$ cat src/rtl/frontend_read_return_pkg.sv
// Shared types for the DRAM frontend read-return path.
package usertype;

  localparam int unsigned FRONTEND_BURST_LEN = 4;
  localparam int unsigned TAG_ID_W           = 4;
  localparam int unsigned TAG_CORE_ID_W      = 2;

  typedef enum logic [0:0] {
    IDLE,
    SEND
  } read_return_state_t;

  typedef struct packed {
    logic [TAG_ID_W-1:0]      id;
    logic [TAG_CORE_ID_W-1:0] core_id;
  } read_tag_t;

endpackage

$ cat src/rtl/frontend_read_return_if.sv
// Scheduler issue, backend return and interconnection beat signals of the read-return path.
interface frontend_read_return_if #(
  parameter int unsigned WORD_W    = 32,
  parameter int unsigned BURST_LEN = 4,
  parameter int unsigned ID_W      = 4,
  parameter int unsigned CORE_ID_W = 2
);

  logic                        i_read_issue_valid;
  logic [ID_W-1:0]             i_read_issue_id;
  logic [CORE_ID_W-1:0]        i_read_issue_core_id;
  logic                        o_tag_full;
  logic                        o_tag_overflow;
  logic                        o_frontend_receive_ready;
  logic                        i_returned_data_valid;
  logic [WORD_W*BURST_LEN-1:0] i_returned_data;
  logic                        i_interconnection_ready;
  logic                        o_scheduler_request_valid;
  logic [WORD_W-1:0]           o_scheduler_read_data;
  logic                        o_scheduler_read_data_last;
  logic [ID_W-1:0]             o_scheduler_request_ID;
  logic [CORE_ID_W-1:0]        o_scheduler_core_id;
  logic                        o_orphan_error;

  modport slave (
    input  i_read_issue_valid,
    input  i_read_issue_id,
    input  i_read_issue_core_id,
    output o_tag_full,
    output o_tag_overflow,
    output o_frontend_receive_ready,
    input  i_returned_data_valid,
    input  i_returned_data,
    input  i_interconnection_ready,
    output o_scheduler_request_valid,
    output o_scheduler_read_data,
    output o_scheduler_read_data_last,
    output o_scheduler_request_ID,
    output o_scheduler_core_id,
    output o_orphan_error
  );

  modport master (
    output i_read_issue_valid,
    output i_read_issue_id,
    output i_read_issue_core_id,
    input  o_tag_full,
    input  o_tag_overflow,
    input  o_frontend_receive_ready,
    output i_returned_data_valid,
    output i_returned_data,
    output i_interconnection_ready,
    input  o_scheduler_request_valid,
    input  o_scheduler_read_data,
    input  o_scheduler_read_data_last,
    input  o_scheduler_request_ID,
    input  o_scheduler_core_id,
    input  o_orphan_error
  );

endinterface

$ cat src/rtl/frontend_read_return_tag_fifo.sv
// In-order tag FIFO with same-cycle push/pop bypass when empty; DEPTH must be a power of 2 (>= 2).
module read_tag_fifo #(
  parameter int unsigned WIDTH = 6,
  parameter int unsigned DEPTH = 4
) (
  input  logic             i_clk,
  input  logic             i_rst_n,
  input  logic             i_push,
  input  logic [WIDTH-1:0] i_push_data,
  input  logic             i_pop,
  output logic [WIDTH-1:0] o_pop_data,
  output logic             o_full,
  output logic             o_empty,
  output logic             o_dropped,
  output logic             o_underflow
);

  localparam int unsigned AW = (DEPTH > 1) ? $clog2(DEPTH) : 1;

  logic [AW:0]      wptr_q, rptr_q;
  logic [WIDTH-1:0] mem_q [DEPTH];
  logic             bypass, do_push, do_pop;

  // Pointers carry one extra wrap bit: equal means empty, differing only in MSB means full.
  assign o_empty = (wptr_q == rptr_q);
  assign o_full  = (wptr_q[AW] != rptr_q[AW]) && (wptr_q[AW-1:0] == rptr_q[AW-1:0]);

  assign bypass      = i_push && i_pop && o_empty;
  assign do_push     = i_push && !bypass && (!o_full || i_pop);
  assign do_pop      = i_pop && !o_empty;
  assign o_dropped   = i_push && o_full && !i_pop;
  assign o_underflow = i_pop && o_empty && !i_push;

  always_comb begin
    o_pop_data = '0;
    if (!o_empty) begin
      o_pop_data = mem_q[rptr_q[AW-1:0]];
    end else if (i_push) begin
      o_pop_data = i_push_data;
    end
  end

  always_ff @(posedge i_clk or negedge i_rst_n) begin
    if (!i_rst_n) begin
      wptr_q <= '0;
      rptr_q <= '0;
    end else begin
      if (do_push) wptr_q <= wptr_q + 1'b1;
      if (do_pop)  rptr_q <= rptr_q + 1'b1;
    end
  end

  always_ff @(posedge i_clk) begin
    if (do_push) mem_q[wptr_q[AW-1:0]] <= i_push_data;
  end

endmodule

$ cat src/rtl/frontend_read_return.sv
// Read-return transmitter: pairs each backend burst with its issue-time tag and serializes it
// to the interconnection as BURST_LEN beats.
module frontend_read_return
  import usertype::*;
#(
  parameter int unsigned WORD_W    = 32,
  parameter int unsigned BURST_LEN = FRONTEND_BURST_LEN,
  parameter int unsigned ID_W      = 4,
  parameter int unsigned CORE_ID_W = 2,
  parameter int unsigned TAG_DEPTH = 4
) (
  input  logic                   i_clk,
  input  logic                   i_rst_n,
  frontend_read_return_if.slave  bus
);

  localparam int unsigned BEAT_W = (BURST_LEN > 1) ? $clog2(BURST_LEN) : 1;
  localparam int unsigned TAG_W  = ID_W + CORE_ID_W;
  localparam logic [BEAT_W-1:0] LAST_BEAT = BEAT_W'(BURST_LEN - 1);

  read_return_state_t          state_q, state_d;
  logic [BEAT_W-1:0]           beat_q, beat_d;
  logic [WORD_W*BURST_LEN-1:0] burst_q;
  logic [ID_W-1:0]             id_q;
  logic [CORE_ID_W-1:0]        core_q;
  logic                        overflow_q, orphan_q;

  logic             accept;
  logic [TAG_W-1:0] pop_tag;
  logic             fifo_full, fifo_empty, fifo_dropped, fifo_underflow;

  assign accept = (state_q == IDLE) && bus.i_returned_data_valid;

  read_tag_fifo #(
    .WIDTH (TAG_W),
    .DEPTH (TAG_DEPTH)
  ) u_tag_fifo (
    .i_clk       (i_clk),
    .i_rst_n     (i_rst_n),
    .i_push      (bus.i_read_issue_valid),
    .i_push_data ({bus.i_read_issue_id, bus.i_read_issue_core_id}),
    .i_pop       (accept),
    .o_pop_data  (pop_tag),
    .o_full      (fifo_full),
    .o_empty     (fifo_empty),
    .o_dropped   (fifo_dropped),
    .o_underflow (fifo_underflow)
  );

  always_comb begin
    state_d = state_q;
    beat_d  = beat_q;
    unique case (state_q)
      IDLE: begin
        if (accept) begin
          state_d = SEND;
          beat_d  = '0;
        end
      end
      SEND: begin
        if (bus.i_interconnection_ready) begin
          if (beat_q == LAST_BEAT) begin
            state_d = IDLE;
            beat_d  = '0;
          end else begin
            beat_d = beat_q + 1'b1;
          end
        end
      end
      default: state_d = IDLE;
    endcase
  end

  always_ff @(posedge i_clk or negedge i_rst_n) begin
    if (!i_rst_n) begin
      state_q    <= IDLE;
      beat_q     <= '0;
      burst_q    <= '0;
      id_q       <= '0;
      core_q     <= '0;
      overflow_q <= 1'b0;
      orphan_q   <= 1'b0;
    end else begin
      state_q    <= state_d;
      beat_q     <= beat_d;
      overflow_q <= fifo_dropped;
      orphan_q   <= fifo_underflow;
      if (accept) begin
        burst_q          <= bus.i_returned_data;
        {id_q, core_q}   <= pop_tag;
      end
    end
  end

  assign bus.o_frontend_receive_ready   = (state_q == IDLE);
  assign bus.o_scheduler_request_valid  = (state_q == SEND);
  assign bus.o_scheduler_read_data      = burst_q[beat_q*WORD_W +: WORD_W];
  assign bus.o_scheduler_read_data_last = (state_q == SEND) && (beat_q == LAST_BEAT);
  assign bus.o_scheduler_request_ID     = id_q;
  assign bus.o_scheduler_core_id        = core_q;
  assign bus.o_tag_full                 = fifo_full;
  assign bus.o_tag_overflow             = overflow_q;
  assign bus.o_orphan_error             = orphan_q;

endmodule

$ cat src/flat_wrapper.sv
// flat-port wrapper written by rule: the top's interface ports become plain ports
module frontend_read_return_flat import usertype::*;
#(
  parameter int unsigned WORD_W    = 32,
  parameter int unsigned BURST_LEN = FRONTEND_BURST_LEN,
  parameter int unsigned ID_W      = 4,
  parameter int unsigned CORE_ID_W = 2,
  parameter int unsigned TAG_DEPTH = 4
)
  (i_clk, i_rst_n, bus_i_read_issue_valid, bus_i_read_issue_id, bus_i_read_issue_core_id, bus_o_tag_full, bus_o_tag_overflow, bus_o_frontend_receive_ready, bus_i_returned_data_valid, bus_i_returned_data, bus_i_interconnection_ready, bus_o_scheduler_request_valid, bus_o_scheduler_read_data, bus_o_scheduler_read_data_last, bus_o_scheduler_request_ID, bus_o_scheduler_core_id, bus_o_orphan_error);
  frontend_read_return_if #(.WORD_W(WORD_W), .BURST_LEN(BURST_LEN), .ID_W(ID_W), .CORE_ID_W(CORE_ID_W)) bus_i ();
  input  logic i_clk;
  input  logic i_rst_n;
  input wire logic [$bits(bus_i.i_read_issue_valid)-1:0] bus_i_read_issue_valid;
  input wire logic [$bits(bus_i.i_read_issue_id)-1:0] bus_i_read_issue_id;
  input wire logic [$bits(bus_i.i_read_issue_core_id)-1:0] bus_i_read_issue_core_id;
  output wire logic [$bits(bus_i.o_tag_full)-1:0] bus_o_tag_full;
  output wire logic [$bits(bus_i.o_tag_overflow)-1:0] bus_o_tag_overflow;
  output wire logic [$bits(bus_i.o_frontend_receive_ready)-1:0] bus_o_frontend_receive_ready;
  input wire logic [$bits(bus_i.i_returned_data_valid)-1:0] bus_i_returned_data_valid;
  input wire logic [$bits(bus_i.i_returned_data)-1:0] bus_i_returned_data;
  input wire logic [$bits(bus_i.i_interconnection_ready)-1:0] bus_i_interconnection_ready;
  output wire logic [$bits(bus_i.o_scheduler_request_valid)-1:0] bus_o_scheduler_request_valid;
  output wire logic [$bits(bus_i.o_scheduler_read_data)-1:0] bus_o_scheduler_read_data;
  output wire logic [$bits(bus_i.o_scheduler_read_data_last)-1:0] bus_o_scheduler_read_data_last;
  output wire logic [$bits(bus_i.o_scheduler_request_ID)-1:0] bus_o_scheduler_request_ID;
  output wire logic [$bits(bus_i.o_scheduler_core_id)-1:0] bus_o_scheduler_core_id;
  output wire logic [$bits(bus_i.o_orphan_error)-1:0] bus_o_orphan_error;
  assign bus_i.i_read_issue_valid = bus_i_read_issue_valid;
  assign bus_i.i_read_issue_id = bus_i_read_issue_id;
  assign bus_i.i_read_issue_core_id = bus_i_read_issue_core_id;
  assign bus_o_tag_full = bus_i.o_tag_full;
  assign bus_o_tag_overflow = bus_i.o_tag_overflow;
  assign bus_o_frontend_receive_ready = bus_i.o_frontend_receive_ready;
  assign bus_i.i_returned_data_valid = bus_i_returned_data_valid;
  assign bus_i.i_returned_data = bus_i_returned_data;
  assign bus_i.i_interconnection_ready = bus_i_interconnection_ready;
  assign bus_o_scheduler_request_valid = bus_i.o_scheduler_request_valid;
  assign bus_o_scheduler_read_data = bus_i.o_scheduler_read_data;
  assign bus_o_scheduler_read_data_last = bus_i.o_scheduler_read_data_last;
  assign bus_o_scheduler_request_ID = bus_i.o_scheduler_request_ID;
  assign bus_o_scheduler_core_id = bus_i.o_scheduler_core_id;
  assign bus_o_orphan_error = bus_i.o_orphan_error;
  frontend_read_return #(.WORD_W(WORD_W), .BURST_LEN(BURST_LEN), .ID_W(ID_W), .CORE_ID_W(CORE_ID_W), .TAG_DEPTH(TAG_DEPTH)) u_core (.i_clk(i_clk), .i_rst_n(i_rst_n), .bus(bus_i));
endmodule
$ cat config.mk
export PLATFORM = sky130hd
export DESIGN_NAME = frontend_read_return_flat
export DESIGN_NICKNAME = d
export VERILOG_FILES = /design/src/rtl/frontend_read_return_pkg.sv /design/src/rtl/frontend_read_return_if.sv /design/src/rtl/frontend_read_return_tag_fifo.sv /design/src/rtl/frontend_read_return.sv /design/src/flat_wrapper.sv
export SDC_FILE = /design/constraint.sdc
export NUM_CORES = 1
export LEC_CHECK = 0
export ABC_AREA = 1
export BUFFER_PORTS_ARGS = -buffer_cell sky130_fd_sc_hd__buf_2
export CAP_MARGIN = 5
export CORE_UTILIZATION = 54
export DETAILED_ROUTE_END_ITERATION = 10
export PLACE_DENSITY_LB_ADDON = 0.25
export SLEW_MARGIN = 5
export SYNTH_ARGS = -nofsm -noshare
export SYNTH_HDL_FRONTEND = slang
export SYNTH_SLANG_ARGS = --single-unit
$ cat constraint.sdc
create_clock -name i_clk -period 2.45 [get_ports i_clk]
set_input_delay 0.3675 -clock i_clk [delete_from_list [all_inputs] [get_ports i_clk]]
set_output_delay 0.3675 -clock i_clk [all_outputs]
set_load 0.05 [all_outputs]
==> results.yml, run 1 <==
outcome:
  status: "complete, no violations"
timing:
  worst_slew_pin_slew_ps: 650
  count_of_pins_over_their_slew_limit: 0
  finClkSkew_ps: 5.80
  final.setup.tns_ps: 0
  slew_headroom: 0.567
  period_needed_ps: 2330
  setup_viol: 0
  rsz0062_at_grt: "no"
  clock.fmax_ghz: 0.429
  fin_crit_sh: 0.951
  hold_violations: 0
power_and_ir_drop:
  power.share.clock: 0.189
  ir_drop_uv: 1210
  power_density_nw_per_um2: 1490
  sequential_power_share: 0.337
  switchingPower_mw: 6.40
  leakagePower_nw: 4.88
  power.combinational.fraction: 0.475
  swShare: 0.465
  power.internal_mw: 7.36
layout:
  finish.net_count: 1219
  areaGrowthSynthToFinish_pct: 21.3
  final_util: 0.668
  fraction_of_layout_cells_with_a_size_suffix_above_1: 0.221
  fill_cells: 1169
global_routing:
  antenna_violations_before_repair: 3
  pin_count_of_the_biggest_net_entering_global_routing: 136
  global_route_wire_length_before_repair_um: 29700
  track_usage: 0.266
  first_global_vias: 6108
  global_route.overflow_total: 0
cts:
  worst_setup_hold_path_clk_slew_ps: 60
  cts-root-to-sink-buffers: 2
  insertion_delay_of_the_later_clocked_pin_in_the_worst_skew_pair_ps: 430
  cts.htree.levels: 4
  tritoncts_num_sinks: 169
  tritoncts: "built"
  post-cts-setup-buffers: 0
  numCtsBuffers: 17
  cts_root_buffer: "sky130_fd_sc_hd__clkbuf_16"
synthesis:
  synthDominantCellAreaShare: 0.476
  synth_area_per_cell_um2: 8.37
  ys_flop_type: "sky130_fd_sc_hd__dfrtp_1"
  sequential_cell_area_fraction_in_the_yosys_report: 0.571
  count_of_mapped_cells_out_of_synthesis: 910
  syn_nets: 1055
  yosys.area.top_type: "sky130_fd_sc_hd__dfrtp_1"
  combined_area_of_all_synthesized_cells_um2: 7620
  synth-edff-count: 24
  netlist-cell-type-count: 33
  asr_flop_ratio_synth: 0.858
  synth_seq_cells: 169
  synth_warnings: 0
  yosys-top-cells-area: "sky130_fd_sc_hd__dfrtp_1, sky130_fd_sc_hd__nand2_1, sky130_fd_sc_hd__edfxtp_1"
floorplan:
  chipHeight_um: 121
  coreArea_um2: 13800
  num_rows: 43
  die_area_um2: 14600
  die_width_um: 121
  initial_core_util: 0.551
  floorplan.io_pins: 183
detailed_routing:
  initialDrtViolationCount: 604
  wl_met3_um: 1110
  ant_nets: 0
  route.detailed.wl_per_inst_um: 14.4
  route.layer.met1.wl_um: 8280
  via_to_cell_ratio: 5.15
  vias: 6530
  wl_met2_um: 8330
  routed_wirelength_um: 18300
  drc: 0
  detailedRoute.firstPassIterationCount: 5
  topRoutingLayerUsed: "met5"
setup_path:
  critical_path.endpoint_type: "output pin"
  setup.worst_path.class: "register to output pin"
  timing.critical_path.fanout_max: 24
  worstSetupStartpointType: "register"
  cp.required_ps: 2080
  worst_ep_arrival_time_ps: 1960
place:
  dp_hpwl_um: 11800
  gp_congestion: 0.840
  io_buffers: 182
min_path:
  min-delay-path-class: "input port to register"
flow_run:
  maximum_capacitance_violations: 0
## state kept, by name, indices dropped and copies added, names as in the netlist
name,cells
u_core.bus.o_tag_overflow,1
u_core.u_tag_fifo.wptr_q,3
u_core.bus.o_scheduler_core_id,2
u_core.bus.o_scheduler_request_ID,4
u_core.bus.o_scheduler_request_valid,1
u_core.u_tag_fifo.mem_q,24
u_core.beat_q,2
u_core.burst_q,128
u_core.bus.o_orphan_error,1
u_core.u_tag_fifo.rptr_q,3
## final cells by class
type	instances	area, um2	area share
antenna	1	2.50	0.000271
clock buffer	21	450	0.0488
clock inverter	11	125	0.0135
inverter	20	77.6	0.00840
multi-input combinational	668	2890	0.313
sequential	169	4350	0.471
tap	180	225	0.0244
timing repair buffer	198	1120	0.121
## Yosys cell counts, types with 2 or more instances
cell                       number
sky130_fd_sc_hd__nand4_1        3
sky130_fd_sc_hd__buf_4          7
sky130_fd_sc_hd__inv_1         16
sky130_fd_sc_hd__buf_1          2
sky130_fd_sc_hd__nand2_2        2
sky130_fd_sc_hd__nor2_1        90
sky130_fd_sc_hd__nand3_1       13
sky130_fd_sc_hd__or2_1          6
sky130_fd_sc_hd__nand2_1      419
sky130_fd_sc_hd__o21ai_0       83
sky130_fd_sc_hd__o22ai_1       32
sky130_fd_sc_hd__buf_2         17
sky130_fd_sc_hd__a21oi_1        2
sky130_fd_sc_hd__clkinv_1       2
sky130_fd_sc_hd__edfxtp_1      24
sky130_fd_sc_hd__buf_6          8
sky130_fd_sc_hd__clkbuf_1      18
sky130_fd_sc_hd__ha_1           6
sky130_fd_sc_hd__nand2_4        2
sky130_fd_sc_hd__dfrtp_1      145
## through the flow
step / cells / hold WS [ps] / worst slack, ps / power (mW) / cell area [um2]
after floorplan: 910 / 71.9 / 386 / 9.55 / 7620
after global placement: 1234 / 417 / 467 / 11.1 / 8650
after detailed placement: 1234 / 418 / 445 / 11.2 / 8650
after CTS: 1267 / 118 / 112 / 13.9 / 9240
after global routing: 1267 / 130 / 12.3 / 14.7 / 9240
final: 1268 / 132 / 120 / 13.8 / 9240
## layer usage
layer / up-vias / GRT usage
li1: 3229 / -
met1: 3017 / 0.372
met2: 240 / 0.395
met3: 40 / 0.0608
met4: 4 / 0.127
met5: - / 0
## critical path, cell delays in order (launching register included)
cell and delay, ps:
sky130_fd_sc_hd__dfrtp_2 410, sky130_fd_sc_hd__inv_2 320, sky130_fd_sc_hd__buf_12 220, sky130_fd_sc_hd__o21ai_0 100, sky130_fd_sc_hd__o22ai_1 180, sky130_fd_sc_hd__buf_2 300
## repair_timing
item,in CTS,in global routing
hold buffers,1,0
endpoints found under the setup margin,2,0
hold endpoints to repair,65,0
resized for setup,1,0
## cell families after synthesis
| group | share of synthesized area |
|---|---|
| DFF | 0.571 |
| buffers and inverters | 0.0506 |
| AOI/OAI and AO/OA | 0.0836 |
| adders and majority gates | 0.00986 |
| xor gates and xnor gates | 0.00591 |
| and+or+nand+nor | 0.279 |
## layout by cell type, fill, tap and decap left out, types with 8 or more instances in the layout
master	count
sky130_fd_sc_hd__edfxtp_1	24
sky130_fd_sc_hd__dfrtp_1	144
sky130_fd_sc_hd__buf_2	181
sky130_fd_sc_hd__nand2_1	419
sky130_fd_sc_hd__o21ai_0	83
sky130_fd_sc_hd__nor2_1	90
sky130_fd_sc_hd__buf_4	8
sky130_fd_sc_hd__o22ai_1	32
sky130_fd_sc_hd__inv_1	16
sky130_fd_sc_hd__clkbuf_16	17
sky130_fd_sc_hd__nand3_1	13
## power groups by stage
| stage | sequential (mW) | combinational (mW) | clock [mW] |
|---|---|---|---|
| after floorplan | 4.70 | 4.85 | 0 |
| after global placement | 4.63 | 6.44 | 0 |
| after detailed placement | 4.66 | 6.55 | 0 |
| after CTS | 4.63 | 6.58 | 2.64 |
| after global routing | 4.76 | 7.19 | 2.76 |
| final | 4.64 | 6.53 | 2.60 |
## final timing paths
path / start / slack (ps) / cells past startpoint / to
setup / recovery: u_core.beat_q[0] / 120 / 5 / bus_o_scheduler_read_data[17]
hold / removal: bus_i_returned_data[100] / 130 / 3 / u_core.burst_q[100]
setup reg to reg: u_core.bus.o_scheduler_request_valid / 490 / 5 / u_core.u_tag_fifo.mem_q[3][3]
hold reg to reg: u_core.burst_q[51] / 460 / 2 / u_core.burst_q[51]
max in group asynchronous: i_rst_n / 1250 / 3 / u_core.burst_q[108]
min in group asynchronous: i_rst_n / 510 / 2 / u_core.u_tag_fifo.wptr_q[1]
(Power assumes the default switching activity.)
==> inputs of run 2 (changes only) <==
Settings changed: CORE_UTILIZATION 54 to 49.
Clock period 2.45 ns to 2 ns, I/O delays scaled along.
==> run 2 against run 1 <==
Compared with the run above: the run now ends with negative setup slack left; utilization down 1.4 points; hold slack lost 70 ps; register-to-register slack lost 190 ps; non-clock buffer count increased by 28; global-route usage decreased by 0.62 points; via count grew 4.7%; power up 39%; sequential power increased by 26%; wire length grew 21%; clock power is 25% higher.
==> results.yml, run 2 (synthesis gave the netlist of run 1 again) <==
timing:
  fin_crit_sh: 1.01
  finalWorstSetupSlack_ps: -25.8
  count_of_pins_over_their_slew_limit: 0
  setup_viol: 12
  period_needed_ps: 2030
  worst_slew_pin_slew_ps: 601
  hold_violations: 0
  slew_headroom: 0.599
  finClkSkew_ps: 6.61
  rsz0062_at_grt: "yes"
  clock.fmax_ghz: 0.494
power_and_ir_drop:
  leakagePower_nw: 5.16
  ir_drop_uv: 1050
  report.power.total_mw: 19.2
  power_density_nw_per_um2: 1930
place:
  gp_congestion: 0.846
  dp_slack_ps: 319
  io_buffers: 182
  dp_hpwl_um: 12900
floorplan:
  num_rows: 45
  die_width_um: 127
  chipHeight_um: 127
  initial_core_util: 0.501
  floorplan.io_pins: 183
  die_area_um2: 16000
  coreArea_um2: 15200
flow_run:
  maximum_capacitance_violations: 0
setup_path:
  setup.worst_path.class: "register to output pin"
  timing.critical_path.fanout_max: 28
  worst_setup_path_startpoint: "u_core.beat_q[0]"
  cp.required_ps: 1700
  critical_path.endpoint_type: "output pin"
  regToRegStartpoint: "u_core.bus.o_scheduler_request_valid"
  worstSetupStartpointType: "register"
  worst_ep_arrival_time_ps: 1730
cts:
  cts.htree.levels: 4
  worst_setup_hold_path_clk_slew_ps: 70
  cts_root_buffer: "sky130_fd_sc_hd__clkbuf_16"
  insertion_delay_of_the_later_clocked_pin_in_the_worst_skew_pair_ps: 430
  tritoncts: "built"
  tritoncts_num_sinks: 169
  numCtsBuffers: 17
  cts-root-to-sink-buffers: 2
layout:
  register_ranked_first_by_flip_flop_count: "u_core.burst_q"
  area_used_by_multi_input_combinational_logic_um2: 2990
  final_cell_mix: "sky130_fd_sc_hd__nand2_1, sky130_fd_sc_hd__buf_2, sky130_fd_sc_hd__dfrtp_1"
  fill_cells: 1292
  mostFrequentLayoutCell: "sky130_fd_sc_hd__nand2_1"
  fraction_of_layout_cells_with_a_size_suffix_above_1: 0.267
  finish.net_count: 1247
  seq_area_um2: 4350
  areaGrowthSynthToFinish_pct: 30.5
  largest_register_ffs: 128
detailed_routing:
  ant_nets: 0
  initialDrtViolationCount: 580
  drc: 0
  vias: 6835
  detailedRoute.firstPassIterationCount: 5
  routed_wirelength_um: 22100
  via_to_cell_ratio: 5.24
  route.detailed.wl_per_inst_um: 16.9
global_routing:
  global_route.overflow_total: 0
  global_route_wire_length_before_repair_um: 32100
  pin_count_of_the_biggest_net_entering_global_routing: 136
  track_usage: 0.260
  antenna_violations_before_repair: 4
  first_global_vias: 6338
outcome:
  failed_checks: "negative setup slack"
  status: "complete, but fails checks"
min_path:
  holdCritStartpoint: "bus_i_returned_data[109]"
  min-delay-path-class: "input port to register"
run 2: changes by cell type in the layout (fill, tap and decap cells not counted), moves of 5 or more:
cell                        delta
sky130_fd_sc_hd__o21ai_2       +5
sky130_fd_sc_hd__buf_4        +37
sky130_fd_sc_hd__o22ai_2       +7
sky130_fd_sc_hd__buf_12        +5
sky130_fd_sc_hd__o21ai_0      -35
sky130_fd_sc_hd__o21ai_1      +30
sky130_fd_sc_hd__buf_6         +9
sky130_fd_sc_hd__clkbuf_16     +8
sky130_fd_sc_hd__o22ai_1       -7
sky130_fd_sc_hd__buf_2        -34
sky130_fd_sc_hd__nor2_1       -11
sky130_fd_sc_hd__nor2_2       +10
run 2: timing repair:
| item | 4_1_cts | 5_1_grt |
|---|---|---|
| pin swaps | 0 | 14 |
| hold buffers | 1 | 0 |
| hold endpoints to repair | 42 | 0 |
| setup buffers | 0 | 6 |
| gates cloned | 0 | 13 |
| gates resized for setup | 37 | 93 |
| endpoints found under the setup margin | 32 | 34 |
run 2: power by group:
part / leakage (nW) / switching (mW) / internal, mW
Sequential: 2.04 / 0.912 / 4.92
Combinational: 2.85 / 6.49 / 3.59
Clock: 0.275 / 1.42 / 1.84
Total: 5.16 / 8.83 / 10.3
run 2: final cells by class:
cell class	instances	share of cell area
antenna	2	0.000504
clock buffer	17	0.0428
clock inverter	15	0.0154
inverter	20	0.0107
multi-input combinational	668	0.300
sequential	169	0.438
tap	188	0.0237
timing repair buffer	226	0.168
run 2: path summary, 6_finish.rpt:
kind	end	slack [ps]	depth (start not counted)
setup / recovery	bus_o_scheduler_read_data[30]	-30	5
hold / removal	u_core.burst_q[109]	60	3
setup reg to reg	u_core.u_tag_fifo.mem_q[0][4]	300	6
hold reg to reg	u_core.burst_q[59]	470	2
max in group asynchronous	u_core.beat_q[0]	1000	3
min in group asynchronous	u_core.burst_q[120]	390	2
run 2: stage by stage:
step | hold WS [ps] | utilization | TNS (ps) | area (um2) | instances
2_1_floorplan | 4.41 | - | 0 | 7620 | 910
3_3_place_gp | 284 | 0.575 | 0 | 8740 | 1251
3_5_place_dp | 284 | 0.575 | 0 | 8740 | 1251
4_1_cts | 54.3 | 0.620 | -38.5 | 9420 | 1284
5_1_grt | 56.5 | 0.653 | -1600 | 9930 | 1304
6_report | 62.1 | 0.654 | -130 | 9940 | 1305
run 2: per-layer routing:
metal / GRT usage / vias up / wire, um
met4: 0.0945 / 4 / 396
met1: 0.351 / 3218 / 9870
met5: 0 / - / 31
met3: 0.0671 / 36 / 1520
li1: - / 3292 / -
met2: 0.409 / 285 / 10300
run 2: critical path: stages (launching register included):
cell	delay, ps
sky130_fd_sc_hd__dfrtp_2	380
sky130_fd_sc_hd__buf_12	170
sky130_fd_sc_hd__buf_12	180
sky130_fd_sc_hd__o21ai_0	120
sky130_fd_sc_hd__o22ai_1	200
sky130_fd_sc_hd__buf_4	230
